### src/rtl/writeback_regfile_pkg.sv
// Shared y86 constants: status codes, icodes, register IDs and the W-stage
// register layout used by the fetch, decode and writeback stages.
package writeback_regfile_pkg;

  typedef enum logic [3:0] {
    STAT_AOK = 4'h1,
    STAT_HLT = 4'h2,
    STAT_ADR = 4'h3,
    STAT_INS = 4'h4
  } statE;

  localparam logic [3:0] I_HALT   = 4'h0;
  localparam logic [3:0] I_NOP    = 4'h1;
  localparam logic [3:0] I_RRMOVQ = 4'h2;
  localparam logic [3:0] I_IRMOVQ = 4'h3;
  localparam logic [3:0] I_RMMOVQ = 4'h4;
  localparam logic [3:0] I_MRMOVQ = 4'h5;
  localparam logic [3:0] I_OPQ    = 4'h6;
  localparam logic [3:0] I_JXX    = 4'h7;
  localparam logic [3:0] I_CALL   = 4'h8;
  localparam logic [3:0] I_RET    = 4'h9;
  localparam logic [3:0] I_PUSHQ  = 4'hA;
  localparam logic [3:0] I_POPQ   = 4'hB;

  localparam logic [3:0] RNONE    = 4'hF;
  localparam int         REG_RSP  = 4;
  localparam int         NUM_REGS = 15;

  typedef struct packed {
    logic [3:0]  stat;
    logic [3:0]  icode;
    logic [63:0] valE;
    logic [63:0] valM;
    logic [3:0]  destE;
    logic [3:0]  destM;
  } wRegT;

  // Contents of W after a bubble or reset: an AOK nop that writes nothing.
  localparam wRegT W_BUBBLE = '{
    stat:  STAT_AOK,
    icode: I_NOP,
    valE:  64'h0,
    valM:  64'h0,
    destE: RNONE,
    destM: RNONE
  };

endpackage

### src/rtl/writeback_regfile_if.sv
// Memory-to-writeback pipeline bus: M-stage results and W control in,
// W register contents out (these also feed decode forwarding).
interface writeback_regfile_if;
  logic [3:0]  M_stat;
  logic [3:0]  M_icode;
  logic [63:0] M_valE;
  logic [63:0] m_valM;
  logic [3:0]  M_destE;
  logic [3:0]  M_destM;
  logic        W_stall;
  logic        W_bubble;
  logic [3:0]  W_stat;
  logic [3:0]  W_icode;
  logic [63:0] W_valE;
  logic [63:0] W_valM;
  logic [3:0]  W_destE;
  logic [3:0]  W_destM;

  modport master (
    output M_stat, M_icode, M_valE, m_valM, M_destE, M_destM, W_stall, W_bubble,
    input  W_stat, W_icode, W_valE, W_valM, W_destE, W_destM
  );

  modport slave (
    input  M_stat, M_icode, M_valE, m_valM, M_destE, M_destM, W_stall, W_bubble,
    output W_stat, W_icode, W_valE, W_valM, W_destE, W_destM
  );
endinterface

### src/rtl/writeback_regfile_regfile_2w.sv
// Architectural register file: 15 x 64-bit, two write ports (E and M),
// all registers exposed in parallel. M wins when both ports hit one register.
module regfile_2w
  import writeback_regfile_pkg::*;
#(
  parameter logic [63:0] RSP_INIT = 64'h0
) (
  input  logic        clk,
  input  logic        rst_n,
  input  logic        wrE,
  input  logic [3:0]  dstE,
  input  logic [63:0] valE,
  input  logic        wrM,
  input  logic [3:0]  dstM,
  input  logic [63:0] valM,
  output logic [63:0] regs [NUM_REGS]
);

  always_ff @(posedge clk) begin
    if (!rst_n) begin
      // NOTE: the register file is reset on purpose -- software relies on
      // zeroed registers and a defined stack pointer; plain RAMs usually are not.
      for (int i = 0; i < NUM_REGS; i++) begin
        regs[i] <= (i == REG_RSP) ? RSP_INIT : 64'h0;
      end
    end else begin
      // ID 4'hF matches no entry, so writes to RNONE fall away naturally.
      for (int i = 0; i < NUM_REGS; i++) begin
        if (wrE && dstE == 4'(i)) regs[i] <= valE;
        // Later non-blocking assignment wins: gives the M port priority.
        if (wrM && dstM == 4'(i)) regs[i] <= valM;
      end
    end
  end

endmodule

### src/rtl/writeback_regfile.sv
// Writeback stage: W pipeline register, halt latch, retired counter, and the
// two-port register file commit of the instruction sitting in W.
module writeback_regfile
  import writeback_regfile_pkg::*;
#(
  parameter int          CNT_W    = 32,
  parameter logic [63:0] RSP_INIT = 64'h0
) (
  input  logic                 clk,
  input  logic                 rst_n,
  writeback_regfile_if.slave   wb,
  output logic [63:0]          reg0,
  output logic [63:0]          reg1,
  output logic [63:0]          reg2,
  output logic [63:0]          reg3,
  output logic [63:0]          reg4,
  output logic [63:0]          reg5,
  output logic [63:0]          reg6,
  output logic [63:0]          reg7,
  output logic [63:0]          reg8,
  output logic [63:0]          reg9,
  output logic [63:0]          reg10,
  output logic [63:0]          reg11,
  output logic [63:0]          reg12,
  output logic [63:0]          reg13,
  output logic [63:0]          reg14,
  output logic [3:0]           prog_stat,
  output logic                 halted,
  output logic [CNT_W-1:0]     retired
);

  wRegT        wReg;
  wRegT        wLoad;
  logic        wValid;
  logic        commitOk;
  logic        wrE;
  logic        wrM;
  logic [63:0] regView [NUM_REGS];

  assign wLoad = '{
    stat:  wb.M_stat,
    icode: wb.M_icode,
    valE:  wb.M_valE,
    valM:  wb.m_valM,
    destE: wb.M_destE,
    destM: wb.M_destM
  };

  always_comb begin
    // NOTE: every always_comb output gets a value on every path before any
    // condition, otherwise synthesis infers a latch.
    commitOk = 1'b0;
    wrE      = 1'b0;
    wrM      = 1'b0;
    if (!halted && wReg.stat == STAT_AOK) begin
      commitOk = 1'b1;
      wrE      = (wReg.destE != RNONE);
      wrM      = (wReg.destM != RNONE);
    end
  end

  always_ff @(posedge clk) begin
    if (!rst_n) begin
      // NOTE: sequential state uses non-blocking assignments so every
      // register samples pre-edge values regardless of statement order.
      wReg      <= W_BUBBLE;
      wValid    <= 1'b0;
      halted    <= 1'b0;
      prog_stat <= STAT_AOK;
      retired   <= '0;
    end else begin
      if (!wb.W_stall) begin
        wReg   <= wb.W_bubble ? W_BUBBLE : wLoad;
        wValid <= !wb.W_bubble;
      end
      if (!halted && wReg.stat != STAT_AOK) begin
        halted    <= 1'b1;
        prog_stat <= wReg.stat;
      end
      // A stalled instruction commits every cycle but counts only as it leaves.
      if (commitOk && wValid && !wb.W_stall) begin
        retired <= retired + CNT_W'(1);
      end
    end
  end

  regfile_2w #(
    .RSP_INIT (RSP_INIT)
  ) u_regfile (
    .clk   (clk),
    .rst_n (rst_n),
    .wrE   (wrE),
    .dstE  (wReg.destE),
    .valE  (wReg.valE),
    .wrM   (wrM),
    .dstM  (wReg.destM),
    .valM  (wReg.valM),
    .regs  (regView)
  );

  assign wb.W_stat  = wReg.stat;
  assign wb.W_icode = wReg.icode;
  assign wb.W_valE  = wReg.valE;
  assign wb.W_valM  = wReg.valM;
  assign wb.W_destE = wReg.destE;
  assign wb.W_destM = wReg.destM;

  assign reg0  = regView[0];
  assign reg1  = regView[1];
  assign reg2  = regView[2];
  assign reg3  = regView[3];
  assign reg4  = regView[4];
  assign reg5  = regView[5];
  assign reg6  = regView[6];
  assign reg7  = regView[7];
  assign reg8  = regView[8];
  assign reg9  = regView[9];
  assign reg10 = regView[10];
  assign reg11 = regView[11];
  assign reg12 = regView[12];
  assign reg13 = regView[13];
  assign reg14 = regView[14];

endmodule

### src/flat_wrapper.sv
// flat-port wrapper written by rule: the top's interface ports become plain ports
module writeback_regfile_flat import writeback_regfile_pkg::*;
#(
  parameter int          CNT_W    = 32,
  parameter logic [63:0] RSP_INIT = 64'h0
)
  (clk, rst_n, reg0, reg1, reg2, reg3, reg4, reg5, reg6, reg7, reg8, reg9, reg10, reg11, reg12, reg13, reg14, prog_stat, halted, retired, wb_M_stat, wb_M_icode, wb_M_valE, wb_m_valM, wb_M_destE, wb_M_destM, wb_W_stall, wb_W_bubble, wb_W_stat, wb_W_icode, wb_W_valE, wb_W_valM, wb_W_destE, wb_W_destM);
  writeback_regfile_if wb_i ();
  input  logic clk;
  input  logic rst_n;
  output logic [63:0] reg0;
  output logic [63:0] reg1;
  output logic [63:0] reg2;
  output logic [63:0] reg3;
  output logic [63:0] reg4;
  output logic [63:0] reg5;
  output logic [63:0] reg6;
  output logic [63:0] reg7;
  output logic [63:0] reg8;
  output logic [63:0] reg9;
  output logic [63:0] reg10;
  output logic [63:0] reg11;
  output logic [63:0] reg12;
  output logic [63:0] reg13;
  output logic [63:0] reg14;
  output logic [3:0] prog_stat;
  output logic halted;
  output logic [CNT_W-1:0] retired;
  input wire logic [$bits(wb_i.M_stat)-1:0] wb_M_stat;
  input wire logic [$bits(wb_i.M_icode)-1:0] wb_M_icode;
  input wire logic [$bits(wb_i.M_valE)-1:0] wb_M_valE;
  input wire logic [$bits(wb_i.m_valM)-1:0] wb_m_valM;
  input wire logic [$bits(wb_i.M_destE)-1:0] wb_M_destE;
  input wire logic [$bits(wb_i.M_destM)-1:0] wb_M_destM;
  input wire logic [$bits(wb_i.W_stall)-1:0] wb_W_stall;
  input wire logic [$bits(wb_i.W_bubble)-1:0] wb_W_bubble;
  output wire logic [$bits(wb_i.W_stat)-1:0] wb_W_stat;
  output wire logic [$bits(wb_i.W_icode)-1:0] wb_W_icode;
  output wire logic [$bits(wb_i.W_valE)-1:0] wb_W_valE;
  output wire logic [$bits(wb_i.W_valM)-1:0] wb_W_valM;
  output wire logic [$bits(wb_i.W_destE)-1:0] wb_W_destE;
  output wire logic [$bits(wb_i.W_destM)-1:0] wb_W_destM;
  assign wb_i.M_stat = wb_M_stat;
  assign wb_i.M_icode = wb_M_icode;
  assign wb_i.M_valE = wb_M_valE;
  assign wb_i.m_valM = wb_m_valM;
  assign wb_i.M_destE = wb_M_destE;
  assign wb_i.M_destM = wb_M_destM;
  assign wb_i.W_stall = wb_W_stall;
  assign wb_i.W_bubble = wb_W_bubble;
  assign wb_W_stat = wb_i.W_stat;
  assign wb_W_icode = wb_i.W_icode;
  assign wb_W_valE = wb_i.W_valE;
  assign wb_W_valM = wb_i.W_valM;
  assign wb_W_destE = wb_i.W_destE;
  assign wb_W_destM = wb_i.W_destM;
  writeback_regfile #(.CNT_W(CNT_W), .RSP_INIT(RSP_INIT)) u_core (.clk(clk), .rst_n(rst_n), .wb(wb_i), .reg0(reg0), .reg1(reg1), .reg2(reg2), .reg3(reg3), .reg4(reg4), .reg5(reg5), .reg6(reg6), .reg7(reg7), .reg8(reg8), .reg9(reg9), .reg10(reg10), .reg11(reg11), .reg12(reg12), .reg13(reg13), .reg14(reg14), .prog_stat(prog_stat), .halted(halted), .retired(retired));
endmodule
### config.mk
export PLATFORM = sky130hd
export DESIGN_NAME = writeback_regfile_flat
export DESIGN_NICKNAME = d
export VERILOG_FILES = /design/src/rtl/writeback_regfile_pkg.sv /design/src/rtl/writeback_regfile_if.sv /design/src/rtl/writeback_regfile_regfile_2w.sv /design/src/rtl/writeback_regfile.sv /design/src/flat_wrapper.sv
export SDC_FILE = /design/constraint.sdc
export NUM_CORES = 2
export LEC_CHECK = 0
export ABC_AREA = 0
export CORE_AREA = 2 2 496 498
export CTS_CLUSTER_SIZE = 20
export DETAILED_ROUTE_END_ITERATION = 10
export DIE_AREA = 0 0 498 500
export SYNTH_ARGS = -nofsm -noshare
export SYNTH_HDL_FRONTEND = slang
export SYNTH_SLANG_ARGS = --single-unit
### constraint.sdc
create_clock -name clk -period 2.93 [get_ports clk]
set_input_delay 0.4395 -clock clk [delete_from_list [all_inputs] [get_ports clk]]
set_output_delay 0.4395 -clock clk [all_outputs]
set_load 0.1 [all_outputs]
==> flow_summary.toml <==
[timing]
report.final.slew_viol_count = 0
post-route-min-period_ns = 2.82
setup_tns_ns = 0
setup_viol = 0
hold_viol = 0
finClkSkew_ns = 0.0450
worstMarginPinSlew_ns = 1.07
rsz0062_at_grt = "false"
timing.fmax_ghz = 0.355
slew-limit-headroom = 0.285
final.period_utilization = 0.961

[worst_setup_path]
path_cells = "or4b_1 > buf_4 > or4_4 > buf_12 > o21ai_0 > a31oi_1"
arrival_ns = 3.45
cp_slowest_stage_delay_ns = 0.60
critPathBufInv = 2
cp_slowest_cell = "or4_4"
crit_type = "register to register"
required_ns = 3.56
crit_path_start_kind = "register"
cp_top_family = "simple AND/OR/NAND/NOR gates"
crit_fanout = 80
endpoint_kind = "register"

[route]
detail_route.wirelength_mm = 318
drt-vias-per-instance = 5.40
drc = 0
dr.pass1.iters = 8
postRouteAntennaNets = 0
wl_per_cell_um = 31.8
drt-initial-drc-count = 6910
vias = 54053

[die]
die-area_mm2 = 0.249
core_area_mm2 = 0.244
rows = 182
io_pins = 1289
fp.dieW_um = 498
die_y_um = 500
start_util = 0.193

[power_and_ir_drop]
p_leak_nw = 25.9
irDropWorstVdd_mv = 0.478
p_total_mw = 38.4
p_per_area_mw_per_mm2 = 577

[clock_network]
cts_max_level = 4
cts_resized = 0
clk_pin_slew_ns = 0.06
cts_sinks = 1142
insertion_delay_ns = 0.79
cts_buffers = 136
cts-root-buf = "clkbuf_16"
cts_tree = "yes"
cts_max_path_buffers = 3

[global_route]
antenna_found_initial = 45
globalRouteMet2Util = 0.359
grt_pass1_vias = 49935
grt_max_degree = 103
grt.total_usage = 0.241
grtUsageMet1 = 0.293
busiest_layer = "met2"
grt-ovfl-total = 0
grt_pass1_wl_mm = 425
use_met3 = 0.0791

[finish]
area_growth_pct = 41.4
fill_cells = 25983
nets = 6797
layout-drive-gt1-share = 0.252

[synthesis]
ys_top_cells_by_area = "dfxtp_1 (49%), o21ai_0 (8.3%), clkbuf_1 (5.1%)"
yosysWarnings = 0
ys_seq_elements = 1142
yosysTopAreaCell = "dfxtp_1"
ys_seq_area_frac = 0.486
yosys.cell_count.top_type = "dfxtp_1"
yosysTopAreaCellShare = 0.486
synth.distinct_cells = 49
syn_area_mm2 = 0.0471
synth_area_per_cell_um2 = 8.38
synth-edff-count = 0
synthesis.instances = 5613
ys_async_sr_fraction = 0
synth_nets = 5762
ys.flop_type = "dfxtp_1"
ys_top_cells_by_count = "dfxtp_1 (1142), o21ai_0 (782), clkbuf_1 (640)"

[placement]
gp_congestion = 0.874
io_buffers = 1288
post-dp-hpwl_mm = 219

[status]
outcome = "finished, final reports clean"

[hold_path]
worstHoldPathType = "input port to register"

[run]
cap_violations = 0
[worst paths after layout]
check / startpoint / endpoint / slack [ns] / cells after the start
setup / recovery: u_core.wb.W_stat[3] / u_core.u_regfile.regs[478] / 0.11 / 6
hold / removal: wb_M_valE[30] / u_core.wb.W_valE[30] / 0.28 / 3
hold reg to reg: u_core.u_regfile.regs[845] / u_core.u_regfile.regs[845] / 0.45 / 2
setup reg to reg: u_core.wb.W_stat[3] / u_core.u_regfile.regs[478] / 0.11 / 6
[cell usage in the layout (no fill, tap or decap), types with 25 or more instances in the layout]
cell type,count
diode_2,27
dfxtp_1,1137
buf_4,1367
nand3_1,204
clkbuf_8,25
a21oi_1,322
a221o_1,128
clkbuf_1,31
nand2_1,620
o21ai_0,782
a221oi_1,249
clkbuf_16,141
and2_1,225
a31oi_1,361
clkdlybuf4s50_1,145
mux2i_1,128
buf_12,71
nand4_1,28
a22oi_1,197
nor2_1,394
[routing by layer]
metal  vias up  wire length (µm)
met5         -                37
met4         6             24700
met3       983             36900
met2      4345            134000
met1     26211            123000
li1      22508                 -
[kinds of logic (layout without fill, tap and decap cells)]
logic type / after synthesis / count (layout) / synth area share
other: 0 / 27 / 0
buffers and inverters: 700 / 1844 / 0.0574
AO/OA/AOI/OAI: 2070 / 2070 / 0.275
adder cells (fa/ha/maj): 1 / 1 / 0.000266
flip-flops: 1142 / 1142 / 0.486
AND/OR/NAND/NOR: 1568 / 1568 / 0.153
XOR/XNOR: 4 / 4 / 0.000745
multiplexers: 128 / 128 / 0.0272
[registers in the layout, indices dropped and copies added, names as in the netlist, 4 cells and up]
register	count
u_core.wb.W_stat	4
u_core.wb.W_valM	64
u_core.wb.W_destE	4
u_core.prog_stat	4
u_core.wb.W_destM	4
u_core.wb.W_valE	64
u_core.retired	32
u_core.wb.W_icode	4
u_core.u_regfile.regs	960
[report_power, final]
part           switching [mW]  internal [mW]  total, mW  leakage, nW
clock                    7.57           10.5       18.0         2.28
combinational            3.35          0.984       4.33         14.4
sequential              0.305           15.7       16.0         9.22
[worst reg2reg max path, cell delays in order (launching register included)]
cell	delay [ns]
dfxtp_1	0.31
or4b_1	0.56
buf_4	0.29
or4_4	0.61
buf_12	0.19
o21ai_0	0.67
a31oi_1	0.06
[timing repair]
item / in CTS / in global routing
hold buffers: 2 / 0
buffers inserted: 0 / 0
endpoints found under the hold margin: 3 / 0
[through the flow]
stage / worst slack [ns] / util / cell area [µm²] / hold WS [ns] / instances
5_1_grt: 0.0786 / 0.272 / 66500 / 0.210 / 9979
4_1_cts: 0.240 / 0.272 / 66500 / 0.184 / 9977
6_report: 0.115 / 0.272 / 66500 / 0.277 / 10004
3_3_place_gp: 0.228 / 0.253 / 61800 / 0.440 / 9728
3_5_place_dp: 0.241 / 0.253 / 61800 / 0.443 / 9728
2_1_floorplan: 0.00807 / - / 47100 / 0.468 / 5613
[layout make-up]
type	count	area (µm²)	share of cell area
diodes	27	67.6	0.00102
clock buffers	197	3990	0.0600
clock inverters	50	688	0.0103
inverters	7	33.8	0.000508
multi-input cells	3771	21700	0.326
flip-flops and latches	1142	22900	0.344
well taps	3220	4030	0.0606
repair buffers	1590	13200	0.198
Power figures use the tool's default switching activity.
